**src/rtl/poc_usbdev_pkg.sv**
```systemverilog
// Shared encodings for the poc_usbdev full-speed USB receiver: line states,
// PID constants, CRC polynomials/residuals and the packet FSM state type.
package poc_usbdev_pkg;

  // Line state is {D+, D-}; SE1 is folded into SE0 by the PHY.
  typedef enum logic [1:0] {
    LINE_SE0 = 2'b00,
    LINE_K   = 2'b01,
    LINE_J   = 2'b10
  } line_e;

  localparam logic [7:0] PID_OUT   = 8'hE1;
  localparam logic [7:0] PID_IN    = 8'h69;
  localparam logic [7:0] PID_SOF   = 8'hA5;
  localparam logic [7:0] PID_SETUP = 8'h2D;
  localparam logic [7:0] PID_DATA0 = 8'hC3;
  localparam logic [7:0] PID_DATA1 = 8'h4B;
  localparam logic [7:0] PID_ACK   = 8'hD2;
  localparam logic [7:0] PID_NAK   = 8'h5A;

  localparam logic [4:0]  CRC5_POLY      = 5'h05;
  localparam logic [4:0]  CRC5_INIT      = 5'h1F;
  localparam logic [4:0]  CRC5_RESIDUAL  = 5'b01100;
  localparam logic [15:0] CRC16_POLY     = 16'h8005;
  localparam logic [15:0] CRC16_INIT     = 16'hFFFF;
  localparam logic [15:0] CRC16_RESIDUAL = 16'h800D;

  typedef enum logic [2:0] {
    ST_IDLE = 3'd0,
    ST_HUNT = 3'd1,
    ST_DATA = 3'd2,
    ST_EOP  = 3'd3,
    ST_ERR  = 3'd4
  } rx_state_e;

  function automatic logic [4:0] crc5_step(input logic [4:0] c, input logic b);
    return {c[3:0], 1'b0} ^ ((c[4] ^ b) ? CRC5_POLY : 5'h00);
  endfunction

  function automatic logic [15:0] crc16_step(input logic [15:0] c, input logic b);
    return {c[14:0], 1'b0} ^ ((c[15] ^ b) ? CRC16_POLY : 16'h0000);
  endfunction

endpackage

```
**src/rtl/usb_rx_phy.sv**
```systemverilog
// Receive PHY: synchronizes D+/D-, recovers the bit clock from line edges,
// NRZI-decodes J/K samples and strips stuffed bits while rx_en is high.
module usb_rx_phy
  import poc_usbdev_pkg::*;
#(
  parameter int OSR = 4
) (
  input  logic  clk,
  input  logic  rst,
  input  logic  rx_en,
  input  logic  dp,
  input  logic  dm,
  output logic  smp_valid,
  output line_e smp_line,
  output logic  bit_valid,
  output logic  rx_bit,
  output logic  se0,
  output logic  stuff_err
);

  localparam int PW = (OSR > 2) ? $clog2(OSR) : 1;
  localparam logic [PW-1:0] SMP_PHASE = PW'(OSR / 2);

  logic [1:0]    sync1_q;
  logic [1:0]    sync2_q;
  line_e         line_cur;
  line_e         line_q;
  line_e         prev_q;
  logic [PW-1:0] phase_q;
  logic [PW-1:0] phase;
  logic [2:0]    ones_q;
  logic          se0_q;
  logic          jk_smp;
  logic          same;

  always_comb begin
    case (sync2_q)
      2'b10:   line_cur = LINE_J;
      2'b01:   line_cur = LINE_K;
      default: line_cur = LINE_SE0;
    endcase
  end

  // An edge restarts the phase in the same clk, so samples land 2 clk after it.
  assign phase     = (line_cur != line_q) ? '0 : phase_q;
  assign smp_valid = (phase == SMP_PHASE);
  assign smp_line  = line_cur;
  assign jk_smp    = smp_valid && (line_cur != LINE_SE0);
  assign same      = (line_cur == prev_q);

  // bit_valid is a one-clk strobe qualifying rx_bit; stuffed bits never raise it.
  assign rx_bit    = same;
  assign bit_valid = jk_smp && !(rx_en && (ones_q == 3'd6));
  assign stuff_err = jk_smp && rx_en && (ones_q == 3'd6) && same;
  assign se0       = se0_q;

  always_ff @(posedge clk) begin
    if (rst) begin
      sync1_q <= '0;
      sync2_q <= '0;
      line_q  <= LINE_SE0;
      phase_q <= '0;
      prev_q  <= LINE_J;
      ones_q  <= '0;
      se0_q   <= 1'b0;
    end else begin
      sync1_q <= {dp, dm};
      sync2_q <= sync1_q;
      line_q  <= line_cur;
      phase_q <= phase + 1'b1;
      se0_q   <= (line_cur == LINE_SE0);
      if (jk_smp) begin
        prev_q <= line_cur;
      end else if (smp_valid) begin
        prev_q <= LINE_J;
      end
      if (!rx_en || (smp_valid && !jk_smp)) begin
        ones_q <= '0;
      end else if (jk_smp) begin
        ones_q <= ((ones_q == 3'd6) || !same) ? 3'd0 : ones_q + 3'd1;
      end
    end
  end

endmodule

```
**src/rtl/poc_usbdev.sv**
```systemverilog
// TinyTapeout tile top: full-speed USB receive-only front end with SYNC/EOP
// detection, byte assembly, PID and CRC5/CRC16 checking.
module poc_usbdev
  import poc_usbdev_pkg::*;
#(
  parameter int OSR            = 4,
  parameter int SYNC_MIN_ZEROS = 3
) (
  input  logic       clk,
  input  logic       rst_n,
  input  logic       ena,
  input  logic [7:0] ui_in,
  output logic [7:0] uo_out,
  input  logic [7:0] uio_in,
  output logic [7:0] uio_out,
  output logic [7:0] uio_oe
);

  localparam logic [3:0] MIN_ZEROS = 4'(SYNC_MIN_ZEROS);

  logic      rst;
  logic      rx_en;
  logic      smp_valid;
  line_e     smp_line;
  logic      bit_valid;
  logic      rx_bit;
  logic      se0;
  logic      phy_stuff_err;
  logic      unused_ok;

  rx_state_e   state_q;
  logic [3:0]  zero_cnt_q;
  logic [7:0]  shift_q;
  logic [2:0]  bit_cnt_q;
  logic [1:0]  byte_cnt_q;
  logic [7:0]  pid_q;
  logic [4:0]  crc5_q;
  logic [15:0] crc16_q;
  logic        pid_err_q;
  logic        stuff_err_q;
  logic        crc_err_q;
  logic [7:0]  uo_q;
  logic        byte_stb_q;
  logic        eop_stb_q;
  logic        pkt_ok_q;
  logic        rx_active_q;
  logic        err_se0_q;

  logic [7:0]  new_byte;
  logic        crc_bad;
  logic        align_bad;
  logic        no_pid;
  logic        smp_j;
  logic        smp_k;
  logic        smp_se0;

  assign rst       = rst_n;
  assign unused_ok = ^{ena, uio_in, ui_in[7:2]};
  assign rx_en     = (state_q == ST_HUNT) || (state_q == ST_DATA);

  usb_rx_phy #(.OSR(OSR)) u_phy (
    .clk       (clk),
    .rst       (rst),
    .rx_en     (rx_en),
    .dp        (ui_in[0]),
    .dm        (ui_in[1]),
    .smp_valid (smp_valid),
    .smp_line  (smp_line),
    .bit_valid (bit_valid),
    .rx_bit    (rx_bit),
    .se0       (se0),
    .stuff_err (phy_stuff_err)
  );

  assign smp_j    = smp_valid && (smp_line == LINE_J);
  assign smp_k    = smp_valid && (smp_line == LINE_K);
  assign smp_se0  = smp_valid && (smp_line == LINE_SE0);
  assign new_byte = {rx_bit, shift_q[7:1]};

  // End-of-packet checks selected by the PID type in its low two bits.
  always_comb begin
    crc_bad   = 1'b0;
    align_bad = (bit_cnt_q != 3'd0);
    no_pid    = (byte_cnt_q == 2'd0);
    case (pid_q[1:0])
      2'b01:   crc_bad = (crc5_q != CRC5_RESIDUAL);
      2'b11:   crc_bad = (crc16_q != CRC16_RESIDUAL);
      2'b10:   crc_bad = (byte_cnt_q != 2'd1);
      default: crc_bad = 1'b0;
    endcase
  end

  always_ff @(posedge clk) begin
    if (rst) begin
      state_q     <= ST_IDLE;
      zero_cnt_q  <= '0;
      shift_q     <= '0;
      bit_cnt_q   <= '0;
      byte_cnt_q  <= '0;
      pid_q       <= '0;
      crc5_q      <= '0;
      crc16_q     <= '0;
      pid_err_q   <= 1'b0;
      stuff_err_q <= 1'b0;
      crc_err_q   <= 1'b0;
      uo_q        <= '0;
      byte_stb_q  <= 1'b0;
      eop_stb_q   <= 1'b0;
      pkt_ok_q    <= 1'b0;
      rx_active_q <= 1'b0;
      err_se0_q   <= 1'b0;
    end else begin
      byte_stb_q <= 1'b0;
      eop_stb_q  <= 1'b0;
      pkt_ok_q   <= 1'b0;
      case (state_q)
        ST_IDLE: begin
          if (smp_k) begin
            state_q    <= ST_HUNT;
            zero_cnt_q <= '0;
          end
        end
        ST_HUNT: begin
          if (smp_se0) begin
            state_q <= ST_IDLE;
          end else if (bit_valid) begin
            if (!rx_bit) begin
              if (zero_cnt_q != 4'hF) zero_cnt_q <= zero_cnt_q + 4'd1;
            end else if (zero_cnt_q >= MIN_ZEROS) begin
              state_q     <= ST_DATA;
              rx_active_q <= 1'b1;
              pid_err_q   <= 1'b0;
              stuff_err_q <= 1'b0;
              crc_err_q   <= 1'b0;
              bit_cnt_q   <= '0;
              byte_cnt_q  <= '0;
              pid_q       <= '0;
              crc5_q      <= CRC5_INIT;
              crc16_q     <= CRC16_INIT;
            end else begin
              state_q <= ST_IDLE;
            end
          end
        end
        ST_DATA: begin
          if (phy_stuff_err) begin
            state_q     <= ST_ERR;
            stuff_err_q <= 1'b1;
            rx_active_q <= 1'b0;
            err_se0_q   <= 1'b0;
          end else if (smp_se0) begin
            state_q <= ST_EOP;
          end else if (bit_valid) begin
            shift_q   <= new_byte;
            bit_cnt_q <= bit_cnt_q + 3'd1;
            if (byte_cnt_q != 2'd0) begin
              crc5_q  <= crc5_step(crc5_q, rx_bit);
              crc16_q <= crc16_step(crc16_q, rx_bit);
            end
            if (bit_cnt_q == 3'd7) begin
              uo_q       <= new_byte;
              byte_stb_q <= 1'b1;
              if (byte_cnt_q == 2'd0) begin
                pid_q <= new_byte;
                if (new_byte[7:4] != ~new_byte[3:0]) pid_err_q <= 1'b1;
              end
              if (byte_cnt_q != 2'd3) byte_cnt_q <= byte_cnt_q + 2'd1;
            end
          end
        end
        ST_EOP: begin
          if (smp_j) begin
            state_q     <= ST_IDLE;
            rx_active_q <= 1'b0;
            eop_stb_q   <= 1'b1;
            if (align_bad) stuff_err_q <= 1'b1;
            if (no_pid)    pid_err_q   <= 1'b1;
            if (crc_bad)   crc_err_q   <= 1'b1;
            pkt_ok_q <= !(pid_err_q || stuff_err_q || crc_err_q ||
                          align_bad || no_pid || crc_bad);
          end else if (smp_k) begin
            state_q     <= ST_ERR;
            stuff_err_q <= 1'b1;
            rx_active_q <= 1'b0;
            err_se0_q   <= 1'b0;
          end
        end
        ST_ERR: begin
          if (smp_se0) begin
            err_se0_q <= 1'b1;
          end else if (smp_j && err_se0_q) begin
            state_q <= ST_IDLE;
          end
        end
        default: state_q <= ST_IDLE;
      endcase
    end
  end

  assign uo_out  = uo_q;
  assign uio_out = {se0, pkt_ok_q, crc_err_q, stuff_err_q, pid_err_q,
                    eop_stb_q, rx_active_q, byte_stb_q};
  assign uio_oe  = 8'hFF;

endmodule

```
**config.mk**
```make
export PLATFORM = sky130hd
export DESIGN_NAME = poc_usbdev
export DESIGN_NICKNAME = d
export VERILOG_FILES = /design/src/rtl/poc_usbdev_pkg.sv /design/src/rtl/usb_rx_phy.sv /design/src/rtl/poc_usbdev.sv
export SDC_FILE = /design/constraint.sdc
export NUM_CORES = 1
export LEC_CHECK = 0
export ABC_CLOCK_PERIOD_IN_PS = 3100
export CAP_MARGIN = 10
export CORE_ASPECT_RATIO = 1.1
export CORE_MARGIN = 4
export CORE_UTILIZATION = 55
export CTS_BUF_LIST = sky130_fd_sc_hd__clkbuf_8 sky130_fd_sc_hd__clkbuf_16
export CTS_CLUSTER_DIAMETER = 40
export DETAILED_ROUTE_END_ITERATION = 12
export DONT_BUFFER_PORTS = 1
export MAX_ROUTING_LAYER = met4
export PLACE_DENSITY = 0.83
export SETUP_SLACK_MARGIN = 0.3
export SYNTH_ARGS = -nofsm -noshare
export SYNTH_HDL_FRONTEND = slang
export SYNTH_HIERARCHICAL = 1
export SYNTH_SLANG_ARGS = --single-unit
```
**constraint.sdc**
```tcl
create_clock -name clk -period 3.1 [get_ports clk]
set_clock_uncertainty 0.05 [all_clocks]
set_input_delay 0.93 -clock clk [delete_from_list [all_inputs] [get_ports clk]]
set_output_delay 0.93 -clock clk [all_outputs]
set_load 0.05 [all_outputs]
```
* Yosys cells after proc, flatten, opt, wreduce, memory -nomap -nowiden
Cells that the tools add are included.
** Cells by class
- Bitwise gates (word level) :: 11
- Eq/ne operators :: 51
- Div/mod/pow operators :: 0
- Magnitude comparators :: 1
- Mux-type cells :: 106
- Reductions and logical operators :: 53
- $mul :: 0
- Shifts and indexed selects :: 0
- Add/sub/neg operators :: 5
** Operators with widths (count)
- $mux W16 :: 9
- $mux W3 :: 19
- $mux W2 :: 22
- $mux W5 :: 8
- $ne A2 B2 Y1 const B :: 19
- $pmux W16 S2 :: 1
- $mux W1 :: 29
- $reduce_and A7 Y1 :: 3
- $mux W4 :: 5
- $reduce_and A10 Y1 :: 2
- $ne A16 B16 Y1 const B :: 1
- $reduce_and A8 Y1 :: 2
- $xor A16 B16 Y16 :: 1
- $ne A3 B3 Y1 const B :: 5
- $pmux W1 S3 :: 5
- $pmux W3 S5 :: 1
- $ne A2 B1 Y1 const B :: 7
- $reduce_and A13 Y1 :: 1
- $pmux W2 S2 :: 3
- $reduce_bool A2 Y1 :: 6
- $logic_and A1 B1 Y1 :: 11
- $eq A2 B2 Y1 const B :: 5
- $pmux W5 S2 :: 1
- $reduce_and A5 Y1 :: 2
- 31 further kinds :: 59
** Storage, ports and cells
- Input bits :: 19
- Memories kept :: 0
- Bits in read-only memories :: 0
- RAM bits :: 0
- Latch bits :: 0
- Flip-flop bits (word level) :: 73
- Output and inout bits :: 24

* Longest topological paths before layout
- Word-level depth :: 11
- Depth in mapped cells :: 14
- Mapped depth without buffers :: 13

* By module
The synthesis kept the hierarchy.
** Modules (own cells, without submodules)
- poc_usbdev :: cells an instance 295, instances 1, seq. area each 1161.1 µm², area each 2793.9 µm²
- usb_rx_phy :: cells an instance 66, instances 1, seq. area each 280.3 µm², area each 635.6 µm²

* Worst setup path after synthesis
Ideal clock, no wire load.
- Path type :: register -> register
- Start point :: register u_phy.sync2_q[0]
- End point :: register crc5_q[0]
- Path buffers :: 2
- Clock period less this slack :: 3349 ps
- Cell stages (with the launch flop) :: 15
- Arrival time :: 3180 ps
- Library setup time :: 119 ps
- Path slack :: -249 ps
- Path through :: dfxtp_1 inv_1 ha_1 xor2_1 nor2_1 and2_1 ha_1 nand2b_1 nor3b_2 or4b_4 or3b_4 or2_1 buf_6 buf_6 o221a_1
** Between the ends
- Cells in the longest elaborated chain, start to end :: 11
- Elaborated cells between the ends (all ways) :: 30
- Classes of those cells :: 11 x eq/ne; 8 x mux; 2 x bitwise; 9 x reduce/logical
** RTL lines
- start: declaration :: line usb_rx_phy.sv:25 : logic [1:0] sync2_q;
- start signal: assignment :: line usb_rx_phy.sv:68 : sync2_q <= sync1_q;
- $eq A2 B1 Y1 / $eq A2 B2 Y1 (equally long branches) :: line usb_rx_phy.sv:37 : case (sync2_q)
- $pmux W2 S2 * :: line usb_rx_phy.sv:37
- named net smp_line[1] :: line poc_usbdev.sv:24 : line_e smp_line;
- $ne A2 B2 Y1 * :: line usb_rx_phy.sv:45 : assign phase = (line_cur != line_q) ? '0 : phase_q;
- $mux W2 * :: line usb_rx_phy.sv:45
- $eq A2 B2 Y1 * :: line usb_rx_phy.sv:46 : assign smp_valid = (phase == SMP_PHASE);
- named net smp_valid :: line poc_usbdev.sv:23 : logic smp_valid;
- $logic_and A1 B1 Y1 * :: line usb_rx_phy.sv:48 : assign jk_smp = smp_valid && (line_cur != LINE_SE0);
- $logic_and A1 B1 Y1 * (3 in a row) :: line usb_rx_phy.sv:54 : assign stuff_err = jk_smp && rx_en && (ones_q == 3'd6) && same;
- named net phy_stuff_err :: line poc_usbdev.sv:28 : logic phy_stuff_err;
- $ne A2 B2 Y1 (no source line) *
- $reduce_and A9 Y1 (no source line) *
- end signal: assignment :: line poc_usbdev.sv:157 : crc5_q <= crc5_step(crc5_q, rx_bit);
- end: declaration :: line poc_usbdev.sv:37 : logic [4:0] crc5_q;
Mark *: on every way through the listed nets, which the timed path passes. The rest lies on a longest branch. The select of a mux whose other input is x is not followed.
A chain may end at the register's enable or synchronous reset.

* Final worst setup path
- Start point :: register u_phy.sync2_q[0]
- End point :: register byte_cnt_q[0]
** Between the ends
- Cells in the longest elaborated chain, start to end :: 11
- Elaborated cells between the ends (all ways) :: 22
- Classes of those cells :: 11 x eq/ne; 2 x mux; 9 x reduce/logical
** RTL lines
- $eq A2 B1 Y1 / $eq A2 B2 Y1 (equally long branches) :: line usb_rx_phy.sv:37
- $pmux W2 S2 * :: line usb_rx_phy.sv:37
- named net smp_line[1] :: line poc_usbdev.sv:24
- $ne A2 B2 Y1 * :: line usb_rx_phy.sv:45
- $mux W2 * :: line usb_rx_phy.sv:45
- $eq A2 B2 Y1 * :: line usb_rx_phy.sv:46
- named net smp_valid :: line poc_usbdev.sv:23
- $logic_and A1 B1 Y1 * :: line usb_rx_phy.sv:48
- $logic_and A1 B1 Y1 * (3 in a row) :: line usb_rx_phy.sv:54
- named net phy_stuff_err :: line poc_usbdev.sv:28
- $ne A2 B2 Y1 (no source line) *
- $reduce_and A10 Y1 (no source line) *
- end signal: assignment :: line poc_usbdev.sv:167 : if (byte_cnt_q != 2'd3) byte_cnt_q <= byte_cnt_q + 2'd1;
- end: declaration :: line poc_usbdev.sv:35 : logic [1:0] byte_cnt_q;
Mark *: on every way through the listed nets, which the timed path passes. The rest lies on a longest branch.

==> results by group <==
Timing
  – Final Max Tran Viols: 0
  – F_max: 327 MHz
  – Final period util: 98.7%
  – Measured slew at the worst slew-check pin: 0.623 ns
  – Fin worst setup slack: 0.0412 ns
  – RSZ-0062 raised after global routing: true
  – Period minus WS final: 3.06 ns
  – Hold Fails Final Rpt: 0
  – Max-slew headroom: 58.4%
  – Final total negative setup slack: 0 ns
  – Final setup violation count: 0

Die
  – Num rows: 29
  – Chip height: 90.8 um
  – Core ar.: 5910 sq um
  – Initial Util: 58.0%
  – IO Pins: 43
  – Die X: 83.3 um
  – DIE AREA: 7560 sq um

Drt
  – Residual DRC count: 0
  – Final WL: 7.22 mm
  – TritonRoute pass-1 iters: 4
  – Wire per inst: 15.9 um
  – Iter 0 DRT Violations: 169
  – Final ANT Viol Nets: 0
  – Via count: 2,585
  – Vias per inst: 5.69

Logic synthesis
  – Area contributors post-synth: dfxtp_1 (42%), mux2i_1 (5.3%), nor2_1 (4.5%), ha_1 (4.4%), buf_4 (3.5%)
  – Sequential fraction of the synthesis area: 42.0%
  – Syn Inst Count: 361
  – Main flop type after synthesis: dfxtp_1
  – Syn. warnings: 6
  – Share of the synthesized area in the top cell type: 42.0%
  – Syn Area/Cell: 9.50 sq um
  – Mapped Area: 3430 sq um
  – Synth area leader: dfxtp_1
  – FFs w/ async S/R, synth: 0%
  – Number of synthesized flops with an enable pin: 0
  – Yosys cell types: 60
  – Synth Register Bits: 72

Status
  – Status: complete, no violations

Job
  – Max cap viols: 0

Layout
  – Fin util: 67.7%
  – N_diodes: 0
  – Share of layout cells above drive strength 1: 25.2%
  – Commonest non-fill, non-tap cells in the layout: dfxtp_1 (70), nor2_1 (39), buf_4 (21)
  – Final Cell Area: 4000 sq um
  – NumNets Final: 403
  – # fillers: 433
  – Layout area overhead: 16.7%
  – Commonest non-fill, non-tap cell in the layout: dfxtp_1

Setup path
  – Critical path arrival: 3.31 ns
  – Crit path launch type: register
  – Critical Path Sink Type: register
  – Critical Path Fanout Max: 4
  – Req. time, crit path: 3.35 ns
  – Critical path class: register to register

GRT
  – Vias in the first global route: 2,456
  – Initial antenna violation count: 0
  – Global-route wire length before repair: 11.5 mm
  – Total gr overflow: 0
  – GR Util All Layers: 19.1%
  – Largest net degree at the start of global routing: 50

Clock network
  – Clk buf depth: 2
  – H-tree depth: 3
  – TritonCTS clock tree: done
  – Clk slew on worst S/H paths: 0.08 ns
  – # clock sinks: 72
  – Worst-skew pair later-pin latency: 0.35 ns
  – Root buffer cell: clkbuf_8
  – # hold bufs at CTS: 0
  – CTS buffer count: 9

Power and ir drop
  – Maximum VDD drop: 0.330 mV
  – Pwr/cell area: 532 nW/um^2
  – Leak Pwr: 0.00160 uW

Placement
  – RD Place Congestion: 0.824
  – Buffers on Ports: 0
  – Area post-placement: 3510 sq um
  – Pre-CTS WS: 0.0448 ns
  – HPWL reported at the end of detailed placement: 4.43 mm

Worst hold path
  – Type of the tightest min-delay check: register to register
==> area by class of cell <==
class                           count  area, sq um  area share [%]
Clock buffer                        9          124            3.09
Timing Repair Buffer               27          234            5.84
Tap cell                           77         96.3            2.41
Inverter                           12         45.0            1.13
Clock inverter                      7         77.6            1.94
Multi-Input combinational cell    250         1980            49.5
Sequential cell                    72         1440            36.1
==> logic make-up after synthesis <==
kind of cell | share of synthesized area (%)
multiplexers | 5.58
AND/OR/NAND/NOR | 20.9
XOR/XNOR | 4.27
flip-flops | 42.0
AO/OA/AOI/OAI | 15.4
adder cells (fa/ha/maj) | 4.38
other | 0.109
buffers and inverters | 7.33
==> worst paths after layout <==
check / cells after the start / to / startpoint / slack (ns)
max reg2reg: 14 / byte_cnt_q[0] / u_phy/sync2_q[0] / 0.04
min reg2reg: 1 / u_phy/sync2_q[1] / u_phy/sync1_q[1] / 0.39
min: 1 / u_phy/sync2_q[1] / u_phy/sync1_q[1] / 0.39
max: 14 / byte_cnt_q[0] / u_phy/sync2_q[0] / 0.04
==> power breakdown <==
| part | total, uW | internal (uW) | switching, uW |
|---|---|---|---|
| Clock | 757 | 380 | 378 |
| Sequential | 983 | 948 | 34.6 |
| Combinational | 389 | 162 | 227 |
| Total | 2130 | 1490 | 640 |
==> flip-flops by register name, summed over array words and instances (netlist names), 3 cells and up <==
signal	count
state_q	3
uo_out	8
bit_cnt_q	3
u_phy/ones_q	3
shift_q	7
crc5_q	5
zero_cnt_q	4
crc16_q	16
==> metrics by stage <==
step           hold WS (ns)  std cells  power, uW
2_1_floorplan         0.359        368       1300
3_3_place_gp          0.362        426       1350
3_5_place_dp          0.372        426       1360
4_1_cts               0.382        447       2120
5_1_grt               0.407        454       2210
6_report              0.389        454       2130
==> per-layer routing <==
layer  wire length (um)  GRT usage [%]  vias to the layer above  part of all wire [%]
li1                   -              -                     1285                     -
met3                370           6.02                       14                   5.1
met1               3310           23.9                     1225                    46
met2               3430           28.5                       61                    47
met4                115           8.17                        0                   1.6
met5                  0              -                        -                     0
==> repair_timing <==
item,in CTS,in global routing
pin swaps,8,22
endpoints found under the setup margin,44,54
buffers inserted,5,5
gates resized for setup,12,26
cloned,0,2
==> cell usage after synthesis (8+ instances only) <==
| library cell | number |
|---|---|
| xor2_1 | 9 |
| o221a_1 | 10 |
| nor2b_1 | 13 |
| mux2i_1 | 18 |
| inv_1 | 12 |
| a21oi_1 | 21 |
| buf_4 | 16 |
| clkbuf_1 | 13 |
| o221a_2 | 8 |
| nand3_1 | 8 |
| dfxtp_1 | 72 |
| nand2_1 | 14 |
| nor2_1 | 41 |
| ha_1 | 12 |
==> worst max-delay path, cell delays in order (launching register included) <==
cell	delay, ns
dfxtp_2	0.37
inv_2	0.05
ha_4	0.16
xor2_2	0.15
nor2_2	0.07
and2_1	0.18
ha_4	0.17
nand2b_4	0.07
nor3b_2	0.05
or4b_4	0.54
or3b_4	0.42
buf_6	0.14
buf_12	0.11
nor4_4	0.26
mux2_4	0.21
No activity file was read; power rests on OpenSTA's default activity.
